[src/rtl/lfsr_signature_compactor_if.sv]
// Bus between the BIST signature compactor and the pattern-LFSR / controller side.
// master drives start and pat_in; slave (the compactor) drives the LFSR controls and status.
interface lfsr_signature_compactor_if;
   logic       start;
   logic [7:0] pat_in;
   logic       lfsr_enable;
   logic       lfsr_reset;
   logic       busy;
   logic       done;
   logic       pass;
   logic [7:0] signature;

   modport master (
      output start, pat_in,
      input  lfsr_enable, lfsr_reset, busy, done, pass, signature
   );

   modport slave (
      input  start, pat_in,
      output lfsr_enable, lfsr_reset, busy, done, pass, signature
   );
endinterface

[src/rtl/lfsr_signature_compactor.sv]
// BIST signature compactor: resets and steps the upstream 8-bit pattern LFSR,
// folds each pattern into a Galois MISR (x^8+x^6+x^5+x^4+1) and compares against GOLDEN.
module lfsr_signature_compactor #(
   parameter int unsigned NUM_PATTERNS = 16,
   parameter logic [7:0]  SEED         = 8'h00,
   parameter logic [7:0]  GOLDEN       = 8'h00
) (
   input  logic                          clk,
   input  logic                          reset,
   lfsr_signature_compactor_if.slave     bus
);

   typedef enum logic [1:0] {
      IDLE,
      INIT,
      RUN,
      DONE
   } state_t;

   // Terminal count; the wrapped value for NUM_PATTERNS==0 is never compared since RUN is skipped.
   localparam logic [15:0] LAST = 16'(NUM_PATTERNS - 1);

   state_t      state;
   logic [7:0]  signature;
   logic [15:0] count;
   logic        pass_q;
   logic [7:0]  misr_next;

   always_comb begin
      misr_next = {signature[6:0], 1'b0} ^ (signature[7] ? 8'h71 : 8'h00) ^ bus.pat_in;
   end

   always_ff @(posedge clk) begin
      if (reset) begin
         state     <= IDLE;
         signature <= '0;
         count     <= '0;
         pass_q    <= 1'b0;
      end else begin
         case (state)
            IDLE: begin
               if (bus.start) begin
                  state <= INIT;
               end
            end
            INIT: begin
               signature <= SEED;
               count     <= '0;
               if (NUM_PATTERNS == 0) begin
                  state  <= DONE;
                  pass_q <= (SEED == GOLDEN);
               end else begin
                  state  <= RUN;
                  pass_q <= 1'b0;
               end
            end
            RUN: begin
               signature <= misr_next;
               count     <= count + 16'd1;
               if (count == LAST) begin
                  state  <= DONE;
                  pass_q <= (misr_next == GOLDEN);
               end
            end
            DONE: begin
               if (bus.start) begin
                  state  <= INIT;
                  pass_q <= 1'b0;
               end
            end
            default: begin
               state <= IDLE;
            end
         endcase
      end
   end

   assign bus.lfsr_reset  = (state == INIT);
   assign bus.lfsr_enable = (state == RUN);
   assign bus.busy        = (state == INIT) || (state == RUN);
   assign bus.done        = (state == DONE);
   assign bus.pass        = pass_q;
   assign bus.signature   = signature;

endmodule

[src/flat_wrapper.sv]
// flat-port wrapper written by rule: the top's interface ports become plain ports
module lfsr_signature_compactor_flat 
#(
   parameter int unsigned NUM_PATTERNS = 16,
   parameter logic [7:0]  SEED         = 8'h00,
   parameter logic [7:0]  GOLDEN       = 8'h00
)
  (clk, reset, bus_start, bus_pat_in, bus_lfsr_enable, bus_lfsr_reset, bus_busy, bus_done, bus_pass, bus_signature);
  lfsr_signature_compactor_if bus_i ();
  input  logic clk;
  input  logic reset;
  input wire logic [$bits(bus_i.start)-1:0] bus_start;
  input wire logic [$bits(bus_i.pat_in)-1:0] bus_pat_in;
  output wire logic [$bits(bus_i.lfsr_enable)-1:0] bus_lfsr_enable;
  output wire logic [$bits(bus_i.lfsr_reset)-1:0] bus_lfsr_reset;
  output wire logic [$bits(bus_i.busy)-1:0] bus_busy;
  output wire logic [$bits(bus_i.done)-1:0] bus_done;
  output wire logic [$bits(bus_i.pass)-1:0] bus_pass;
  output wire logic [$bits(bus_i.signature)-1:0] bus_signature;
  assign bus_i.start = bus_start;
  assign bus_i.pat_in = bus_pat_in;
  assign bus_lfsr_enable = bus_i.lfsr_enable;
  assign bus_lfsr_reset = bus_i.lfsr_reset;
  assign bus_busy = bus_i.busy;
  assign bus_done = bus_i.done;
  assign bus_pass = bus_i.pass;
  assign bus_signature = bus_i.signature;
  lfsr_signature_compactor #(.NUM_PATTERNS(NUM_PATTERNS), .SEED(SEED), .GOLDEN(GOLDEN)) u_core (.clk(clk), .reset(reset), .bus(bus_i));
endmodule
[config.mk]
export PLATFORM = sky130hd
export DESIGN_NAME = lfsr_signature_compactor_flat
export DESIGN_NICKNAME = d
export VERILOG_FILES = /design/src/rtl/lfsr_signature_compactor_if.sv /design/src/rtl/lfsr_signature_compactor.sv /design/src/flat_wrapper.sv
export SDC_FILE = /design/constraint.sdc
export NUM_CORES = 1
export LEC_CHECK = 0
export BUFFER_PORTS_ARGS = -buffer_cell sky130_fd_sc_hd__buf_2
export CAP_MARGIN = 20
export CORE_MARGIN = 2
export CORE_UTILIZATION = 58
export DETAILED_ROUTE_END_ITERATION = 16
export MAX_ROUTING_LAYER = met4
export PLACE_DENSITY = 0.93
export SLEW_MARGIN = 20
export SYNTH_ARGS = -nofsm -noshare
export SYNTH_HDL_FRONTEND = slang
export SYNTH_SLANG_ARGS = --single-unit
[constraint.sdc]
create_clock -name clk -period 3.3 [get_ports clk]
set_input_delay 0.495 -clock clk [delete_from_list [all_inputs] [get_ports clk]]
set_output_delay 0.495 -clock clk [all_outputs]
set_load 0.005 [all_outputs]
# After elaboration in Yosys (flattened, before gate mapping)
# Cells that the tools add are included.
totals:
  output_inout_bits: 13
  regBits: 27
  wordCells: 31
  in_bits: 11
op_classes:
  mux: 9
  n_addsub: 1
  eq_ne: 7
  reduce_logical: 8
  bitwise_logic: 2
op_table:
  columns: ["operator", "count"]
  rows:
  - ["16-bit case mux with 2 select lines", 1]
  - ["16-bit by 1-bit adder with 16-bit output, second input constant", 1]
  - ["16-bit by 4-bit equality test with 1-bit output, second input constant", 1]
  - ["8-bit case mux with 2 select lines", 1]
  - ["8-bit XOR", 2]
  - ["8-bit zero test", 1]
  - ["7-bit 2-to-1 mux", 1]
  - ["2-bit case mux with 3 select lines", 1]
  - ["2-bit equality test, second input constant", 2]
  - ["2-bit 2-to-1 mux", 2]
  - ["2-bit by 1-bit != test with 1-bit output, second input constant", 2]
  - ["1-bit case mux with 3 select lines", 1]
  - ["3-bit AND reduction", 1]
  - ["3-bit nonzero test", 1]
  - ["2-bit by 1-bit equality test with 1-bit output, second input constant", 1]
  - ["2-bit zero test", 1]
  - ["1-bit 2-to-1 mux", 2]
  - ["2-bit != test, second input constant", 1]
  - ["2-bit AND reduction", 1]
  - ["2-bit nonzero test", 1]
  - ["2-bit OR reduction", 1]
  - ["1-bit logical OR", 1]

# Longest topological paths before layout
# Gate-level depths: netlist (run 1).
logic_depth:
  depth_word: 6
  ltp_mapped: 7
  depth_no_buf: 6

# Least setup slack after synthesis (run 1)
# No wires, ideal clock.
synth_timing:
  path_kind: "register to register"
  from: "reg u_core.state[0]"
  to: "reg u_core.count[15]"
  n_path_buf: 1
  required_time_ps: 3230
  path_stages_with_launch: 8
  arrival_ps: 1730
  slack_ps: 1500
  setup_time_ps: 70
  cell_sequence: "dfxtp_1 > inv_1 > ha_1 > and4_1 > buf_2 > nand2_1 > or4_1 > a21oi_1"
synth_between:
  elab_chain_len: 2
  word_cells_on_any_way: 4
  cone_classes: "eq/ne: 2; mux: 1; reduce/logical: 1"
synth_lines:
  columns: ["item", "line_no", "rtl"]
  rows:
  - ["start: declaration", "lfsr_signature_compactor.sv:23", "state_t state;"]
  - ["start signal: assignment", "lfsr_signature_compactor.sv:35", "state <= IDLE;"]
  - ["start signal: assignment", "lfsr_signature_compactor.sv:43", "state <= INIT;"]
  - ["start signal: assignment", "lfsr_signature_compactor.sv:50", "state <= DONE;"]
  - ["2-bit equality test / 2-bit by 1-bit equality test with 1-bit output (equally long branches)", "lfsr_signature_compactor.sv:40", "case (state)"]
  - ["16-bit case mux with 2 select lines / 2-bit nonzero test (equally long branches)", null, null]
  - ["end signal: assignment", "lfsr_signature_compactor.sv:59", "count <= count + 16'd1;"]
  - ["end: declaration", "lfsr_signature_compactor.sv:25", "logic [15:0] count;"]
# Parallel ways exist; a longest one is shown, timed or not.
# A chain may end at the register's enable or synchronous reset.

# Worst setup path in the final report (run 1)
# Ends and elaborated chain as after synthesis.

==> results of run 1 <==
==> worst max-delay path: cells and delay by family, from the launching register on <==
family | cells | cell delay (ns)
adder cells (fa/ha/maj) | 1 | 0.28
AO/OA/AOI/OAI | 1 | 0.18
AND/OR/NAND/NOR | 3 | 0.97
buffers and inverters | 2 | 0.31
flip-flops | 1 | 0.44
==> cell usage in the layout (no fill, tap or decap), types with 2 or more instances in the layout <==
cell type  count
dfxtp_1       27
buf_2         23
xor2_1        20
nor2_1        19
a21oi_1       15
nor2b_1        9
nand2_1        7
nand3_1        6
ha_1           6
inv_1          5
nor3_1         3
and2_1         3
o21ai_0        3
nand4_1        3
clkbuf_4       3
nor4_1         2
or3_2          2
a21o_1         2
and3_1         2
xnor2_1        2
==> cell type report <==
type,count,area (um2),area share (%)
multi-input combinational,120,795,51.6
sequential,27,541,35.1
timing repair buffer,24,123,7.97
tap,28,35.0,2.28
clock buffer,3,22.5,1.46
inverter,5,18.8,1.22
clock inverter,1,5.00,0.325
==> cells by family (layout without fill, tap and decap cells) <==
kind of cell	after synthesis	after routing	synth area share, %
and+or+nand+nor	66	66	26.7
DFF	27	27	39.0
AOI/OAI and AO/OA	25	25	10.6
xor gates and xnor gates	22	22	13.9
buffers and inverters	13	33	3.61
adders and majority gates	6	6	5.42
muxes	1	1	0.723
==> report_power, final <==
group | leakage, nW | switching [mW] | total (mW) | internal, mW
sequential | 0.218 | 0.0294 | 0.383 | 0.354
clock | 0.0177 | 0.0952 | 0.141 | 0.0455
combinational | 0.440 | 0.197 | 0.323 | 0.125
==> stage by stage <==
stage                     utilization [%]  area [um2]  setup WS [ns]
after CTS                            68.9        1540           1.07
after global routing                 68.9        1540          0.870
after detailed placement             67.7        1510           1.08
final                                68.9        1540           1.04
after global placement               67.7        1510           1.23
after floorplan                         -        1390           1.50
==> how the worst min path moves through the flow <==
stage / from / endpoint / slack, ns / cells after the start
after floorplan: u_core.count[15] / u_core.count[15] / 0.45 / 2
after global placement: u_core.bus.pass / u_core.bus.pass / 0.46 / 2
after detailed placement: u_core.bus.pass / u_core.bus.pass / 0.48 / 2
after CTS: bus_start / u_core.state[1] / 0.45 / 3
after global routing: bus_start / u_core.state[1] / 0.47 / 3
final: bus_start / u_core.state[1] / 0.46 / 3
==> cell usage after synthesis, drive strengths merged, types with 4 or more instances <==
cell type	number	share of area, %
nand2	7	1.9
nand3	6	2.2
ha	6	5.4
xor2	20	13
inv	5	1.4
a21oi	15	5.4
dfxtp	27	39
nor2b	9	4.1
nand4	4	2.9
clkbuf	6	1.6
nor2	19	5.1
==> state kept, by name, summed over array words and instances (netlist names) <==
| register | cells |
|---|---|
| u_core.bus.pass | 1 |
| u_core.bus.signature | 8 |
| u_core.count | 16 |
| u_core.state | 2 |
==> per-layer routing <==
metal	vias up	wire length, um	track usage, %
met5	-	0	-
met4	0	36	9.83
met3	4	83	2.54
met2	28	1510	44.4
met1	537	1260	27.7
li1	583	-	-
==> flow_results.org, run 1 <==
** STA
- Max transition margin :: 68.3%
- Final critical path time including I/O delays and setup :: 2.26 ns
- The max-slew violation count is 0.
- Share of the clock period used by the worst path after layout :: 68.6%
- Setup violations remaining at the end of the flow were counted as 0.
- Setup repair after global routing missed its margin :: false
- After routing, the total negative slack on setup checks comes to 0 ns.
- Hold is met by 0.460 ns.
- For the pin with the worst max-slew slack, the measured transition is 0.475 ns.
- Clock tree skew after final layout :: 0.00268 ns
- Highest clock rate :: 0.442 GHz
- The number of hold-slack violations in the final timing report was 0.

** Global route
- Global routing used 24.6% of the available tracks.
- Wire length of the first global-routing pass :: 4970 um
- The number of global-route vias before repair was 1,147.
- The initial antenna violation count came to 0.
- Global routing finished with a remaining overflow of 0.
- Largest net degree at the start of global routing :: 22

** Synthesis
- Synthesis inferred 27 register bits.
- Number of enable-type register cells in the synthesized netlist :: 0
- Post-Syn Area :: 0.00139 mm2
- Total nets after synthesis :: 177
- Warnings from Yosys :: 0
- Synthesized area per cell :: 8.66 um2
- After technology mapping, the gate count stands at 160.
- Most used DFF post-synth :: dfxtp_1
- Part of the Yosys area used for sequential elements :: 39.0%
- In the synthesized netlist the async set-or-reset flop fraction comes to 0%.
- Unique cell type count in the Yosys netlist :: 37

** Power and ir drop
- In this run the static leakage power is 0.676 nW.
- IR analysis of the VDD net gives a maximum drop of 0.401 mV.
- In this run the power density over the cells is 550 mW/mm2.
- PnR Total Power :: 0.846 mW

** Final layout
- The count of cells in the finished layout, fillers not included, comes to 208.
- Count of fill cells added during filler insertion :: 189
- The number of antenna diodes in the final layout is 0.
- The area growth from synthesis to layout is 11.1%.
- Number of nets at the end of the flow :: 198
- Share of post-route cells with drive strength above 1 :: 18.9%

** Worst setup path
- Largest incremental delay on the critical path :: 0.47 ns
- The critical path goes through inv_1 -> ha_1 -> buf_4 -> and4_1 -> nand2_1 -> or4_1 -> a21oi_1.
- The startpoint identified for the worst register-to-register timing path is u_core.state[0].
- Worst setup path class :: register to register
- Data on the critical path arrives at its endpoint at 2.52 ns.
- The worst register-to-register path has a setup slack of 1.04 ns.
- Worst setup path endpoint :: u_core.count[15]
- Origin of the worst setup path :: u_core.state[0]
- Among all stages on the critical path, the largest delay is contributed by or4_1.
- The worst setup path is captured at a register.
- In this run the worst path has a maximum fanout of 21.
- The worst setup path is launched from a register.
- R2R Path End :: u_core.count[15]
- Measured in cells, the most critical reg-to-reg path has a length of 7.
- At the worst endpoint, the required time is 3.56 ns.

** CTS
- CTS tree :: done
- Buffers inserted during clock tree synthesis total 3.
- CTS Root Cell :: clkbuf_4
- Clock-pin slew was measured on the worst setup and hold paths at 0.14 ns.
- For the worst-skew pair, the clock arrives at the later sink with an insertion delay of 0.32 ns.
- The clock drives 27 sinks.
- H-tree depth :: 1
- In this run, post-CTS hold repair placed 0 buffers.
- The number of setup buffers added after CTS is 0.
- After clock tree synthesis, the repair step resized 0 gates.
- The clock passes through at most 2 buffers.

** Die
- Overall die area :: 0.00279 mm2
- Number of top-level design ports :: 24
- Row generation in the floorplan step produced 17 rows.
- Core box area :: 0.00223 mm2
- Die boundary height :: 52.9 um
- Once the floorplan was initialized, standard cells occupied 62.0% of the core.
- In this run the horizontal extent of the chip is 52.9 um.

** Placed design
- Input and output buffers added on the ports amount to 23.
- After detailed placement, the design holds a cell count of 204.
- After legalization and detailed placement, the total HPWL measured 2280 um.
- Routability-driven placement finished with a final weighted congestion of 0.839.

** Detailed routing
- Drt total wl :: 2890 um
- Dividing the detail-routed wire length by the instance count gives 13.9 um.
- Violation count after the first detailed-route iteration :: 22
- The detailed router placed 1,152 vias in this run.
- Count of nets left with antenna violations after detail routing :: 0
- Post-route DRC :: 0
- Using the TritonRoute via totals, the vias-per-cell ratio works out to 5.54.
- The first detailed-routing pass ran for 4 iterations.

** Run
- Across the run, the number of max-cap violations was 0.

** Status
- The flow ran to the end, and the final reports show no timing, DRC or antenna violations.

** Min path
- HP Class :: input port to register
Note: power is estimated with default switching activity, not from simulation.
==> run 2: changes to the inputs <==
Settings changed: CORE_UTILIZATION 58 to 49, PLACE_DENSITY 0.93 to 0.85.
Clock period 3.3 ns to 1.9 ns, I/O delays scaled along.
==> run 2 against run 1 <==
Compared with the run above: combinational power grew 71%; power up 73%; maximum frequency up 28%; register-to-register slack got worse by 0.90 ns; clock power is 77% higher; critical path depth is 1 lower; first-iteration DRC count is 150% higher; clock skew up 0.0081 ns; critical path type unchanged.
==> flow_results.org, run 2 (synthesized netlist as in run 1, its figures left out) <==
** Global route
- The initial antenna violation count is 0.
- Largest net degree at the start of global routing :: 21
- Global routing finished with a remaining overflow of 0.
- The first global-routing pass estimated 4800 um of wire.
- The number of global-route vias before repair was 1,146.
- Total global routing track utilization :: 19.0%

** Final layout
- Number of nets at the end of the flow :: 199
- Most frequent cells in the layout :: 25 x dfxtp_1, 23 x buf_2, 20 x xor2_1
- Max reg flops :: 16
- u_core.count holds more flip-flops than any other register.
- Commonest non-fill, non-tap cell in the layout :: dfxtp_1
- The number of antenna diodes in the final layout is 0.
- The largest registers in the layout are u_core.count: 16 flops, u_core.bus.signature: 8 flops, u_core.state: 2 flops.
- Synthesis-to-finish area growth :: 12.1%
- Of the cells placed in the final design, the portion with a size suffix greater than 1 is 20.4%.

** Detailed routing
- The first routing iteration left 54 violations.
- Vias per Instance :: 5.58
- Count of nets left with antenna violations after detail routing :: 0
- The detailed router used layers up to and including met4.
- In the detailed route, the total length drawn on met2 is 1500 um.
- After detailed routing, the met3 layer carries 134 um of wire.
- After detailed routing, the average wire length per cell comes to 13.4 um.
- Before antenna repair, the detailed router went through 5 iterations.
- Drt total wl :: 2840 um
- Post-route DRC :: 0
- For this block, wires on met1 add up to 1190 um.
- For this block, the via count after detailed routing is 1,182.

** CTS
- Clock tree synthesis selected as its root buffer the cell clkbuf_4.
- After clock tree synthesis, the repair step resized 0 gates.
- CTS tree :: done
- In this run the number of H-tree levels came out at 1.
- CTS Hold Buffers Added :: 0
- CTS sink count :: 27
- Clock-pin slew was measured on the worst setup and hold paths at 0.15 ns.
- Insertion delay of the later-clocked pin in the worst-skew pair :: 0.33 ns
- Buffers inserted during clock tree synthesis total 3.
- Maximum count of clock buffers along a single path :: 2
- The number of setup buffers added after CTS is 0.

** Die
- Die boundary height :: 57.2 um
- Core box area :: 0.00271 mm2
- Number of top-level design ports :: 24
- Initial cell density of the core :: 51.1%
- The floorplan has 19 rows.
- The die is 57.2 um wide.
- Overall die area :: 0.00327 mm2

** STA
- The number of hold-slack violations in the final timing report is 0.
- Final critical path time including I/O delays and setup :: 1.77 ns
- Setup violations remaining at the end of the flow were counted as 0.
- For this run, the top clock speed supported by timing is 0.566 GHz.
- Dividing the final minimum period by the clock period gives 93.1%.
- Measured against its own limit, the worst slew margin works out to 68.6%.
- Clock tree skew after final layout :: 0.0108 ns
- The worst path meets setup with 0.132 ns of slack.
- Setup repair after global routing left no endpoint under its margin.
- For the final routed database, the setup TNS stands at 0 ns.
- On the final layout, the worst hold slack is 0.271 ns.
- Worst Tran Pin Value :: 0.472 ns
- Pins over their slew limit :: 0

** Worst setup path
- Critical Path AT :: 2.04 ns
- Traced cell by cell, the critical path runs through inv_1 -> ha_1 -> and4_1 -> nand2_1 -> or4_1 -> a21oi_1.
- Worst Path Max Fanout :: 4
- STA classifies the critical path startpoint as a register.
- STA classifies the critical path endpoint as a register.
- On the critical path, the stage with the largest delay is an instance of or4_1.
- Buffering stage count on the worst path with inverters included :: 1
- The kind of cell with the highest combined delay along the critical path is simple AND/OR/NAND/NOR gates.
- The critical path is of the register to register type.
- Largest incremental delay on the critical path :: 0.48 ns
- Data on the critical path is required at its endpoint by 2.17 ns.

** Run
- Maxcap violations :: 0

** Placed design
- The count of buffers added on input and output ports is 23.
- At the end of routability-driven placement, the weighted congestion stood at 0.804.
- After legalization and detailed placement, the total HPWL measured 2180 um.
- Before CTS, the worst setup slack after placement is 0.0918 ns.

** Power and ir drop
- For this design the ratio of total power to cell area is 945 mW/mm2.
- Worst ir drop on vdd :: 0.813 mV
- For this design the static power due to leakage is 0.682 nW.

** Status
- Status :: complete, no violations

** Min path
- HP Class :: input port to register
run 2: changes by cell type in the layout (fill, tap and decap cells not counted):
cell | previous run | this run
dfxtp_1 | 27 | 25
dfxtp_2 | 0 | 2
buf_4 | 1 | 2
run 2: cell type report:
type,count,area [um2]
well taps,31,38.8
clock inverters,1,5.00
fillers,255,1160
flip-flops and latches,27,543
multi-input cells,120,795
clock buffers,3,22.5
repair buffers,25,130
inverters,5,18.8
run 2: per-stage QoR:
step           instances  utilization [%]  power [mW]  area, um2
2_1_floorplan        160                -        1.06       1390
3_3_place_gp         208             56.2        1.20       1520
3_5_place_dp         208             56.2        1.22       1520
4_1_cts              212             57.2        1.47       1550
5_1_grt              212             57.3        1.56       1550
6_report             212             57.3        1.47       1550
run 2: path summary, 6_finish.rpt:
kind / start / to / slack (ns) / depth (start not counted)
max: u_core.state[1] / u_core.count[15] / 0.13 / 6
min: bus_start / u_core.state[1] / 0.27 / 3
max reg2reg: u_core.state[1] / u_core.count[15] / 0.13 / 6
min reg2reg: u_core.bus.pass / u_core.bus.pass / 0.49 / 2
run 2: worst reg2reg max path: cells and delay by family (launching register included):
family / cells / cell delay (ns)
DFF: 1 / 0.37
and+or+nand+nor: 3 / 0.80
AOI/OAI and AO/OA: 1 / 0.16
buffers and inverters: 1 / 0.09
adders and majority gates: 1 / 0.30
run 2: routing by layer:
| metal | vias to the layer above | track usage [%] |
|---|---|---|
| met4 | 0 | 4.65 |
| met2 | 41 | 34.6 |
| li1 | 586 | - |
| met1 | 549 | 20.9 |
| met5 | - | - |
| met3 | 6 | 4.08 |
run 2: power breakdown:
group          leakage [nW]  switching [mW]  internal, mW
Combinational         0.445           0.332         0.219
Clock                0.0177           0.170        0.0791
Sequential            0.219          0.0490         0.619
==> run 3: changes to the inputs <==
Settings changed: CORE_UTILIZATION 49 to 35, PLACE_DENSITY 0.85 to 0.67.
==> run 3 against run 2 <==
Compared with the run above: global-route usage fell by 5.6 points; highest routed layer unchanged; maximum frequency grew 1.2%; clock skew shrank 0.0061 ns; sequential cell count is the same; cell count up 9.0%.
==> flow_results.org, run 3 (synthesized netlist as in run 1, its figures left out) <==
** Final layout
- The register with the most flip-flops in the layout has 16 of them.
- Summing all flip-flop and latch instances after layout gives 541 um2.
- The number of antenna diodes in the final layout is 0.
- Share of post-route cells with drive strength above 1 :: 19.7%
- Synthesis-to-finish area growth :: 15.8%
- Commonest non-fill, non-tap cell in the layout :: dfxtp_1
- Count of fill cells added during filler insertion :: 386
- In the final design database the tool counted 201 nets.
- Leaving out fill and tap cells, the most frequent cells in the layout are 27 x dfxtp_1, 23 x buf_2, 20 x xor2_1.
- The largest registers in the layout are u_core.count: 16 flops, u_core.bus.signature: 8 flops, u_core.state: 2 flops.
- u_core.count holds more flip-flops than any other register.
- Area of the multi-input gates :: 795 um2

** Power and ir drop
- In this run the power density over the cells is 964 mW/mm2.
- VDD sags by at most 0.717 mV.
- Leakage power summed over all cells :: 0.697 nW

** CTS
- Maximum count of clock buffers along a single path :: 2
- Insertion delay of the later-clocked pin in the worst-skew pair :: 0.27 ns
- Clock tree synthesis inserted a total of 3 buffers.
- Number of buffers added for setup after CTS :: 0
- CTS sink count :: 27
- After clock tree synthesis, the repair step resized 0 gates.
- CTS tree :: done
- Reg clk slew, reported paths :: 0.09 ns
- CTS placed an instance of clkbuf_8 at the clock tree root.
- In this run, post-CTS hold repair placed 0 buffers.
- H-tree depth :: 1

** Global route
- Total global routing track utilization :: 13.4%
- The number of global-route vias before repair came to 1,007.
- Antenna violations before repair :: 0
- The first global-routing pass estimated 4510 um of wire.
- Entering global routing, the biggest net connects 21 pins.
- Global routing finished with a remaining overflow of 0.

** STA
- Worst Tran Pin Value :: 0.463 ns
- Number of failing hold endpoints at the final stage :: 0
- After layout, the worst setup slack is 0.152 ns.
- The worst pin sits at a relative slew slack of 69.2%.
- The max-slew violation count came to 0.
- The smallest clock period supported by the final layout is computed as 1.75 ns.
- Highest clock rate :: 0.572 GHz
- Total setup violations reported at the end of the flow :: 0
- Setup repair after global routing missed its margin :: false
- Clock tree skew after final layout :: 0.00472 ns
- After routing, the total negative slack on setup checks comes to 0 ns.
- Share of the clock period used by the worst path after layout :: 92.0%

** Worst setup path
- STA classifies the critical path startpoint as a register.
- STA puts the critical path data required time at 2.10 ns.
- Worst Path Max Fanout :: 4
- Endpoint class of the critical path :: register
- Critical Path AT :: 1.95 ns
- By startpoint and endpoint, the worst setup path is classified as register to register.

** Detailed routing
- The detail route stage leaves a number of antenna-violating nets equal to 0.
- Overall via count from detail_route :: 1,109
- After the first detailed-routing iteration, the DRC count stood at 28.
- Wire segments on met2 add up to 1230 um in the final route.
- Total met3 wirelength after detailed routing :: 44 um
- Before antenna repair, the detailed router went through 4 iterations.
- After detailed routing, the average wire length per cell comes to 11.4 um.
- Drt total wl :: 2640 um
- Dividing the detail-routed via count by the number of cells gives 4.80.
- After detailed routing, no signal wire sits above met4.
- After detailed routing, the number of remaining DRC violations is 0.
- Metal1 wirelength :: 1330 um

** Die
- The core region is 0.00374 mm2.
- For this design the top-level I/O count stands at 24.
- Once the floorplan was initialized, standard cells occupied 37.0% of the core.
- Overall die area :: 0.00448 mm2
- The die is 66.9 um tall.
- Number of standard-cell rows in the floorplan :: 22
- Horizontal extent of the die :: 66.9 um

** Run
- The tool flagged a number of max-cap violations equal to 0.

** Status
- The run finished with clean final reports.

** Placed design
- Worst setup slack after placement :: 0.159 ns
- # port buffers :: 23
- Weighted congestion reported at the end of routability-driven placement :: 0.741
- Summed over all nets, the half-perimeter wirelength after detailed placement is 2010 um.

** Min path
- In this run the worst hold path is classified as input port to register.
-- run 3: cell types whose count changed in the layout (fill, tap and decap cells not counted), sizes merged --
cell	before	now
buf	25	27
clkbuf	3	4
clkinv	1	0
-- run 3: area by class of cell --
| cell class | instances | area share (%) |
|---|---|---|
| repair buffers | 27 | 9.05 |
| flip-flops and latches | 27 | 33.7 |
| clock buffers | 4 | 2.81 |
| inverters | 5 | 1.17 |
| well taps | 48 | 3.74 |
| multi-input cells | 120 | 49.5 |
-- run 3: worst max-delay path, cell delays in order, from the launching register on --
cell and delay, ns:
dfxtp_1 0.36, inv_1 0.10, ha_1 0.30, and4_1 0.21, nand2_1 0.11, or4_1 0.47, a21oi_1 0.14
-- run 3: final timing paths --
path	to	depth (start not counted)	startpoint	slack, ns
setup / recovery	u_core.count[15]	6	u_core.state[1]	0.15
setup reg to reg	u_core.count[15]	6	u_core.state[1]	0.15
hold reg to reg	u_core.bus.pass	2	u_core.bus.pass	0.49
hold / removal	u_core.state[1]	3	bus_start	0.31
-- run 3: stage by stage --
stage / instance area [um2] / hold WS (ns) / utilization (%) / power, mW / instances
5_1_grt: 1600 / 0.327 / 42.8 / 1.69 / 231
2_1_floorplan: 1390 / 0.357 / - / 1.06 / 160
6_report: 1600 / 0.306 / 42.8 / 1.55 / 231
3_3_place_gp: 1560 / 0.472 / 41.6 / 1.25 / 227
3_5_place_dp: 1560 / 0.475 / 41.6 / 1.25 / 227
4_1_cts: 1600 / 0.298 / 42.8 / 1.57 / 231
-- run 3: layer usage --
metal | track usage (%) | vias up
met3 | 1.52 | 2
li1 | - | 591
met1 | 17.8 | 505
met5 | - | -
met4 | 5.36 | 0
met2 | 20.9 | 11
-- run 3: report_power, final --
group	internal [mW]	total (mW)	leakage, nW	switching (mW)
clock network	0.150	0.319	0.0228	0.169
registers	0.614	0.650	0.218	0.0363
logic	0.231	0.578	0.456	0.346
